<file path="config.mk">
export PLATFORM = sky130hd
export DESIGN_NAME = period_scan_ctrl
export DESIGN_NICKNAME = d
export VERILOG_FILES = /design/src/rtl/period_scan_ctrl.sv
export SDC_FILE = /design/constraint.sdc
export NUM_CORES = 1
export LEC_CHECK = 0
export CAP_MARGIN = 5
export CORE_MARGIN = 2
export CORE_UTILIZATION = 35
export DETAILED_ROUTE_END_ITERATION = 10
export HOLD_SLACK_MARGIN = 0.05
export SYNTH_ARGS = -nofsm -noshare
export SYNTH_HDL_FRONTEND = slang
export SYNTH_SLANG_ARGS = --single-unit
</file>
<file path="constraint.sdc">
create_clock -name clk -period 5.5 [get_ports clk]
set_input_delay 0.55 -clock clk [delete_from_list [all_inputs] [get_ports clk]]
set_output_delay 0.55 -clock clk [all_outputs]
set_load 0.01 [all_outputs]
</file>
<file path="src/rtl/period_scan_ctrl.sv">
// Channel scan sequencer for a shared period counter: walks the enabled channels,
// settles the input mux, runs one measurement per channel with a timeout, and reports results.
module period_scan_ctrl #(
  parameter int unsigned N_CH          = 4,
  parameter int unsigned TO_CYCLES     = 100000000,
  parameter int unsigned SETTLE_CYCLES = 2,
  localparam int unsigned SEL_W        = $clog2(N_CH),
  localparam int unsigned PRD_W        = 10
) (
  input  logic              clk,
  input  logic              reset,
  input  logic              go,
  input  logic              cont,
  input  logic [N_CH-1:0]   ch_en,
  input  logic [N_CH-1:0]   si_ch,
  input  logic              pc_ready,
  input  logic              pc_done_tick,
  input  logic [PRD_W-1:0]  pc_prd,
  output logic              pc_start,
  output logic              pc_clr,
  output logic              pc_si,
  output logic [SEL_W-1:0]  sel,
  output logic              result_wr,
  output logic [SEL_W-1:0]  result_ch,
  output logic [PRD_W-1:0]  result_prd,
  output logic              result_to,
  output logic              busy,
  output logic              scan_done_tick
);

  localparam int unsigned IDX_W = SEL_W + 1;
  localparam int unsigned CNT_W = 32;

  typedef enum logic [2:0] {IDLE, SETTLE, ARM, MEAS, STORE, DONE} state_t;

  state_t             state, state_d;
  logic [SEL_W-1:0]   sel_d;
  logic [N_CH-1:0]    en_reg, en_d;
  logic [CNT_W-1:0]   to_cnt, to_d, settle_cnt, settle_d;
  logic               pc_start_d, pc_clr_d, result_wr_d, done_d, busy_d;
  logic [SEL_W-1:0]   result_ch_d;
  logic [PRD_W-1:0]   result_prd_d;
  logic               result_to_d;
  logic [IDX_W-1:0]   lo_pick, nx_pick;

  // Returns {found, index} of the lowest set bit of mask at or above floor.
  function automatic logic [IDX_W-1:0] first_set(input logic [N_CH-1:0] mask,
                                                 input logic [IDX_W-1:0] floor);
    logic [IDX_W-1:0] r;
    r = '0;
    for (int i = int'(N_CH) - 1; i >= 0; i--) begin
      if (mask[i] && (IDX_W'(i) >= floor)) r = {1'b1, SEL_W'(i)};
    end
    return r;
  endfunction

  assign lo_pick = first_set(ch_en, '0);
  assign nx_pick = first_set(en_reg, IDX_W'(sel) + IDX_W'(1));
  assign pc_si   = si_ch[sel];

  always_ff @(posedge clk) begin
    if (!reset) begin
      state          <= IDLE;
      sel            <= '0;
      en_reg         <= '0;
      to_cnt         <= '0;
      settle_cnt     <= '0;
      pc_start       <= 1'b0;
      pc_clr         <= 1'b0;
      result_wr      <= 1'b0;
      result_ch      <= '0;
      result_prd     <= '0;
      result_to      <= 1'b0;
      busy           <= 1'b0;
      scan_done_tick <= 1'b0;
    end else begin
      state          <= state_d;
      sel            <= sel_d;
      en_reg         <= en_d;
      to_cnt         <= to_d;
      settle_cnt     <= settle_d;
      pc_start       <= pc_start_d;
      pc_clr         <= pc_clr_d;
      result_wr      <= result_wr_d;
      result_ch      <= result_ch_d;
      result_prd     <= result_prd_d;
      result_to      <= result_to_d;
      busy           <= busy_d;
      scan_done_tick <= done_d;
    end
  end

  // Strobes are computed on the transition so each lands in the cycle of its target state.
  always_comb begin
    state_d      = state;
    sel_d        = sel;
    en_d         = en_reg;
    to_d         = to_cnt;
    settle_d     = settle_cnt;
    pc_start_d   = 1'b0;
    pc_clr_d     = 1'b0;
    result_wr_d  = 1'b0;
    done_d       = 1'b0;
    result_ch_d  = result_ch;
    result_prd_d = result_prd;
    result_to_d  = result_to;

    case (state)
      IDLE: begin
        if (go) begin
          if (lo_pick[SEL_W]) begin
            en_d     = ch_en;
            sel_d    = lo_pick[SEL_W-1:0];
            settle_d = '0;
            state_d  = SETTLE;
          end else begin
            done_d  = 1'b1;
            state_d = DONE;
          end
        end
      end
      SETTLE: begin
        if ((settle_cnt + CNT_W'(1)) >= CNT_W'(SETTLE_CYCLES)) state_d = ARM;
        else settle_d = settle_cnt + CNT_W'(1);
      end
      ARM: begin
        if (pc_ready) begin
          pc_start_d = 1'b1;
          to_d       = '0;
          state_d    = MEAS;
        end
      end
      MEAS: begin
        // A completion arriving on the timeout cycle takes priority over the timeout.
        if (pc_done_tick) begin
          result_prd_d = pc_prd;
          result_to_d  = 1'b0;
          result_ch_d  = sel;
          result_wr_d  = 1'b1;
          state_d      = STORE;
        end else if (to_cnt == CNT_W'(TO_CYCLES - 1)) begin
          pc_clr_d     = 1'b1;
          result_prd_d = '1;
          result_to_d  = 1'b1;
          result_ch_d  = sel;
          result_wr_d  = 1'b1;
          state_d      = STORE;
        end else begin
          to_d = to_cnt + CNT_W'(1);
        end
      end
      STORE: begin
        if (nx_pick[SEL_W]) begin
          sel_d    = nx_pick[SEL_W-1:0];
          settle_d = '0;
          state_d  = SETTLE;
        end else begin
          done_d  = 1'b1;
          state_d = DONE;
        end
      end
      DONE: begin
        if (cont && lo_pick[SEL_W]) begin
          en_d     = ch_en;
          sel_d    = lo_pick[SEL_W-1:0];
          settle_d = '0;
          state_d  = SETTLE;
        end else begin
          state_d = IDLE;
        end
      end
      default: state_d = IDLE;
    endcase

    busy_d = (state_d != IDLE);
  end

endmodule

</file>
### Word-level counts from Yosys, hierarchy flattened

Index checks and enable logic that the tools add are counted.

| cells by class | value |
|---|---|
| bitwise operators | 2 |
| equality and inequality tests | 14 |
| muxes and demuxes | 51 |
| reductions and logical operators | 20 |
| order comparisons | 6 |
| $add $sub $neg | 3 |

Operator list:

| operator | number |
|---|---|
| 32-bit 2-to-1 mux | 8 |
| 32-bit one-hot mux with 4 select lines | 1 |
| 32-bit by 1-bit adder with 32-bit output (second input constant) | 2 |
| 32-bit one-hot mux with 2 select lines | 1 |
| 3-bit 2-to-1 mux | 15 |
| 32-bit by 27-bit == test with 1-bit output (second input constant) | 1 |
| 32-bit by 2-bit greater-or-equal comparator with 1-bit output (second input constant) | 1 |
| 10-bit 2-to-1 mux | 2 |
| 3-bit one-hot mux with 6 select lines | 1 |
| 2-bit inequality test (second input constant) | 8 |
| 2-bit 2-to-1 mux | 6 |
| 4-bit 2-to-1 mux | 3 |
| 1-bit 2-to-1 mux | 10 |
| 4-bit one-hot mux with 2 select lines | 1 |
| 4-bit AND reduction | 2 |
| 3-bit by 2-bit == test with 1-bit output (second input constant) | 2 |
| 3-bit == test (second input constant) | 2 |
| 1-bit by 3-bit greater-or-equal comparator with 1-bit output (first input constant) | 2 |
| 2-bit by 3-bit greater-or-equal comparator with 1-bit output (first input constant) | 2 |
| 2-bit one-hot mux with 3 select lines | 1 |
| 2-bit AND reduction | 3 |
| 6-bit AND reduction | 1 |
| 2-bit nonzero test | 3 |
| 3-bit nonzero test | 2 |
| other kinds (11) | 16 |

| word-level totals | value |
|---|---|
| bits of input ports | 24 |
| output and inout bits | 21 |
| register bits after elaboration | 91 |
| logic and storage cells | 109 |

### Logic depth before layout (Yosys ltp)

| logic depth | value |
|---|---|
| word-level depth | 10 |
| gate-level depth with buffers | 12 |
| gate-level depth less buffers | 9 |

### Worst setup path before layout

OpenSTA, ideal clock, no wires.

| timing | value |
|---|---|
| path kind | register to register |
| from | register settle_cnt[1] |
| to | register settle_cnt[30] |
| slack | 2.847 ns |
| library setup time | 0.115 ns |
| required time | 5.385 ns |
| path buffers | 3 |
| data arrival time | 2.538 ns |
| period minus slack after synthesis | 2.653 ns |
| stages on the path, launching flop included | 13 |
| path through | dfxtp_1 > ha_1 > buf_2 > and3_1 > and4_1 > buf_2 > a21bo_2 > o2111ai_1 > nand4b_1 > or4b_4 > a21oi_4 > buf_6 > nor2b_1 |

| on the way | value |
|---|---|
| cells in the longest elaborated chain, start to end | 4 |
| elaborated cells on any way between the ends | 6 |
| classes of those cells | add/sub (1); order compare (1); eq/ne (1); mux (2); reduce/logical (1) |

Ends and longest elaborated chain:

| item | line | text |
|---|---|---|
| start: declaration | 39 | `logic [CNT_W-1:0] to_cnt, to_d, settle_cnt, settle_d;` |
| start signal: assignment | 81 | `settle_cnt <= settle_d;` |
| 32-bit by 1-bit adder with 32-bit output (*) | 123, 124 |  |
| 32-bit by 2-bit greater-or-equal comparator with 1-bit output | 123 | `if ((settle_cnt + CNT_W'(1)) >= CNT_W'(SETTLE_CYCLES)) state_d = ARM;` |
| 2-bit inequality test (no source line) | n/a |  |
| 6-bit AND reduction (no source line) | n/a |  |

Every way passes the cells marked *; elsewhere a longest branch is shown, timed or not. The select of a mux whose other input is x is not followed.
A chain may end at the register's enable or synchronous reset.

### Final worst setup path

| timing | value |
|---|---|
| from | register settle_cnt[0] |
| to | register settle_cnt[30] |

The elaborated chain is that of the path after synthesis.

==> flow_metrics.env <==
export IMPL_outcome="complete, no violations"
export IMPL_place_inst=700
export IMPL_worstRegToRegCells=9
export IMPL_nNetsFinal=570
export IMPL_ys_seq_area_share_pct=41.0
export IMPL_synth_fp_nets=534
export IMPL_hold_buffers=0
export IMPL_clk_pin_slew_ns=0.07
export IMPL_cts_tree="yes"
export IMPL_hp_class="reg -> reg"
export IMPL_fin_tns_setup_ns=0
export IMPL_clockBufferDepth=2
export IMPL_period_minus_slack_ns=3.61
export IMPL_max_freq_ghz=0.277
export IMPL_grt_remaining_overflow=0
export IMPL_min_to="result_ch[1]"
export IMPL_hpwl_um=6590
export IMPL_period_share_pct=65.7
export IMPL_finalPower_mw=1.63
export IMPL_row_count=40
export IMPL_r2r_slack_ns=1.89
export IMPL_core_area_um2=12100
export IMPL_drt_iter0_markers=232
export IMPL_drive_above_1_share_pct=11.1
export IMPL_ys_flop_type="dfxtp_1"
export IMPL_maxSlewHeadroom_pct=22.8
export IMPL_crit_fanout=31
export IMPL_synth_area_um2=4390
export IMPL_ctsResizeCount=0
export IMPL_cts_made_buffers=9
export IMPL_start_kind="flop"
export IMPL_chipHeight_um=116
export IMPL_synth_edf_count=0
export IMPL_final_area_um2=5300
export IMPL_dieArea_um2=13500
export IMPL_cts_sinks=90
export IMPL_die_w_um=116
export IMPL_grt_pass1_vias=3639
export IMPL_area_delta_synth_final_pct=20.6
export IMPL_synth_cell_types=58
export IMPL_min_path_cells=2
export IMPL_port_buffers=44
export IMPL_ir_drop_mv=0.139
export IMPL_routabilityCongestion=0.806
export IMPL_netlist_instances=507
export IMPL_htree_levels=3
export IMPL_grt_setup_unrepaired="no"
export IMPL_grt_pass1_wl_um=16300
export IMPL_placed_area_um2=4950
export IMPL_insertion_delay_ns=0.35
export IMPL_r2r_start="settle_cnt[0]"
export IMPL_antenna_cells=0
export IMPL_antenna_found_initial=0
export IMPL_r2r_end="settle_cnt[30]"
export IMPL_post_cts_buffers=0
export IMPL_io_pins=45
export IMPL_first_pass_iters=4
export IMPL_crit_arrival_ns=3.80
export IMPL_finalHoldViolCount=0
export IMPL_critPathKind="reg -> reg"
export IMPL_start_util_pct=36.3
export IMPL_syn_avg_cell_area_um2=8.66
export IMPL_skew_ns=0.00904
export IMPL_final_cell_mix="dfxtp_1 (90), nor2_1 (54), clkdlybuf4s50_1 (44)"
export IMPL_ys_warnings_count=0
export IMPL_drv_slew=0
export IMPL_finalSetupViolCount=0
export IMPL_powerDensity_nw_per_um2=308
export IMPL_instances_no_fill=716
export IMPL_min_from="result_ch[1]"
export IMPL_grt_max_degree=32
export IMPL_worst_pin_slew_ns=1.16
export IMPL_wl_um=9250
export IMPL_reg_top3="settle_cnt x32, to_cnt x32, result_prd x10"
export IMPL_required_ns=5.68
export IMPL_post_drt_via_cell_ratio=5.12
export IMPL_async_reset_ff_share_pct=0
export IMPL_grt_use_total_pct=15.2
export IMPL_detail_route_antenna_nets=0
export IMPL_fin_util_pct=43.8
export IMPL_ys_ff_latch=90
export IMPL_maxCapViolCount=0
export IMPL_cp_end_kind="flop"
export IMPL_wl_per_cell_um=12.9
export IMPL_final_common_cell="dfxtp_1"
export IMPL_leakagePower_nw=1.78
export IMPL_root_buffer="clkbuf_16"
export IMPL_vias=3664
export IMPL_route_detailed_drc=0
-- power by group --
| group | internal [mW] | switching (mW) |
|---|---|---|
| registers | 0.672 | 0.0319 |
| clock network | 0.448 | 0.263 |
| logic | 0.0955 | 0.123 |
-- per-stage QoR --
stage          hold WS, ns  setup slack (ns)
2_1_floorplan        0.464              2.85
3_3_place_gp         0.453              2.06
3_5_place_dp         0.481              1.90
4_1_cts              0.490              1.87
5_1_grt              0.514              1.56
6_report             0.487              1.89
-- cell type report --
type                            count  area [um^2]
Clock buffer                        9          225
Clock inverter                      7          125
Fill cell                        1198         6810
Inverter                           17         63.8
Multi-Input combinational cell    380         2420
Sequential cell                    90         1800
Tap cell                          168          210
Timing Repair Buffer               45          448
-- Yosys cell counts, drive strengths merged, types with 2 or more instances --
library cell | n | area [um^2]
a21boi | 4 | 30.0
nand2 | 31 | 116
nor4 | 11 | 83.8
inv | 17 | 63.8
nand4b | 4 | 35.0
nand4 | 11 | 75.1
nand3 | 32 | 170
a31oi | 6 | 37.5
nor3b | 3 | 22.5
o2bb2ai | 2 | 17.5
o31ai | 4 | 30.0
or2 | 4 | 27.5
ha | 3 | 37.5
o21ai | 24 | 128
nand3b | 2 | 15.0
a211oi | 6 | 45.0
mux2i | 7 | 70.1
nor2b | 33 | 262
dfxtp | 90 | 1800
and3 | 12 | 75.1
or3 | 9 | 56.3
o311a | 2 | 20.0
o21a | 2 | 15.0
xor2 | 18 | 158
clkbuf | 12 | 45.0
and4 | 7 | 61.3
and2 | 4 | 25.0
or4 | 3 | 22.5
a21oi | 15 | 86.3
buf | 8 | 57.6
nor4b | 2 | 17.5
nor2 | 59 | 234
nor3 | 27 | 140
o2111ai | 2 | 17.5
xnor2 | 19 | 166
-- worst max-delay path: stages (launching register included) --
cell	delay (ns)
dfxtp_1	0.50
ha_1	0.35
and3_1	0.21
and4_1	0.32
a21bo_2	0.16
o2111ai_1	0.09
nand4b_1	0.22
or4b_4	0.54
a21oi_4	0.91
nor2b_1	0.11
-- per-layer routing --
| metal | global-route usage, % | wire length (um) | share of wire, % | vias to the layer above |
|---|---|---|---|---|
| met2 | 23.4 | 4150 | 45 | 52 |
| met5 | 0 | 0 | 0 | - |
| met1 | 19.6 | 4520 | 49 | 1731 |
| met3 | 3.03 | 298 | 3.2 | 21 |
| met4 | 9.13 | 278 | 3.0 | 0 |
| li1 | - | - | - | 1860 |
-- cell families after synthesis --
family                   after synthesis  share of synthesized area, %
XOR/XNOR                              37                          7.38
adder cells (fa/ha/maj)                3                         0.855
AO/OA/AOI/OAI                         74                          11.2
AND/OR/NAND/NOR                      258                          33.7
flip-flops                            90                          41.0
multiplexers                           8                          2.11
buffers and inverters                 37                          3.79
-- worst max path at each step --
stage	from	depth (start not counted)	to
6_report	settle_cnt[0]	9	settle_cnt[30]
3_3_place_gp	settle_cnt[0]	9	settle_cnt[30]
4_1_cts	settle_cnt[0]	9	settle_cnt[30]
5_1_grt	settle_cnt[0]	9	settle_cnt[30]
2_1_floorplan	settle_cnt[1]	12	settle_cnt[30]
3_5_place_dp	settle_cnt[0]	9	settle_cnt[30]
(Power assumes the default switching activity.)
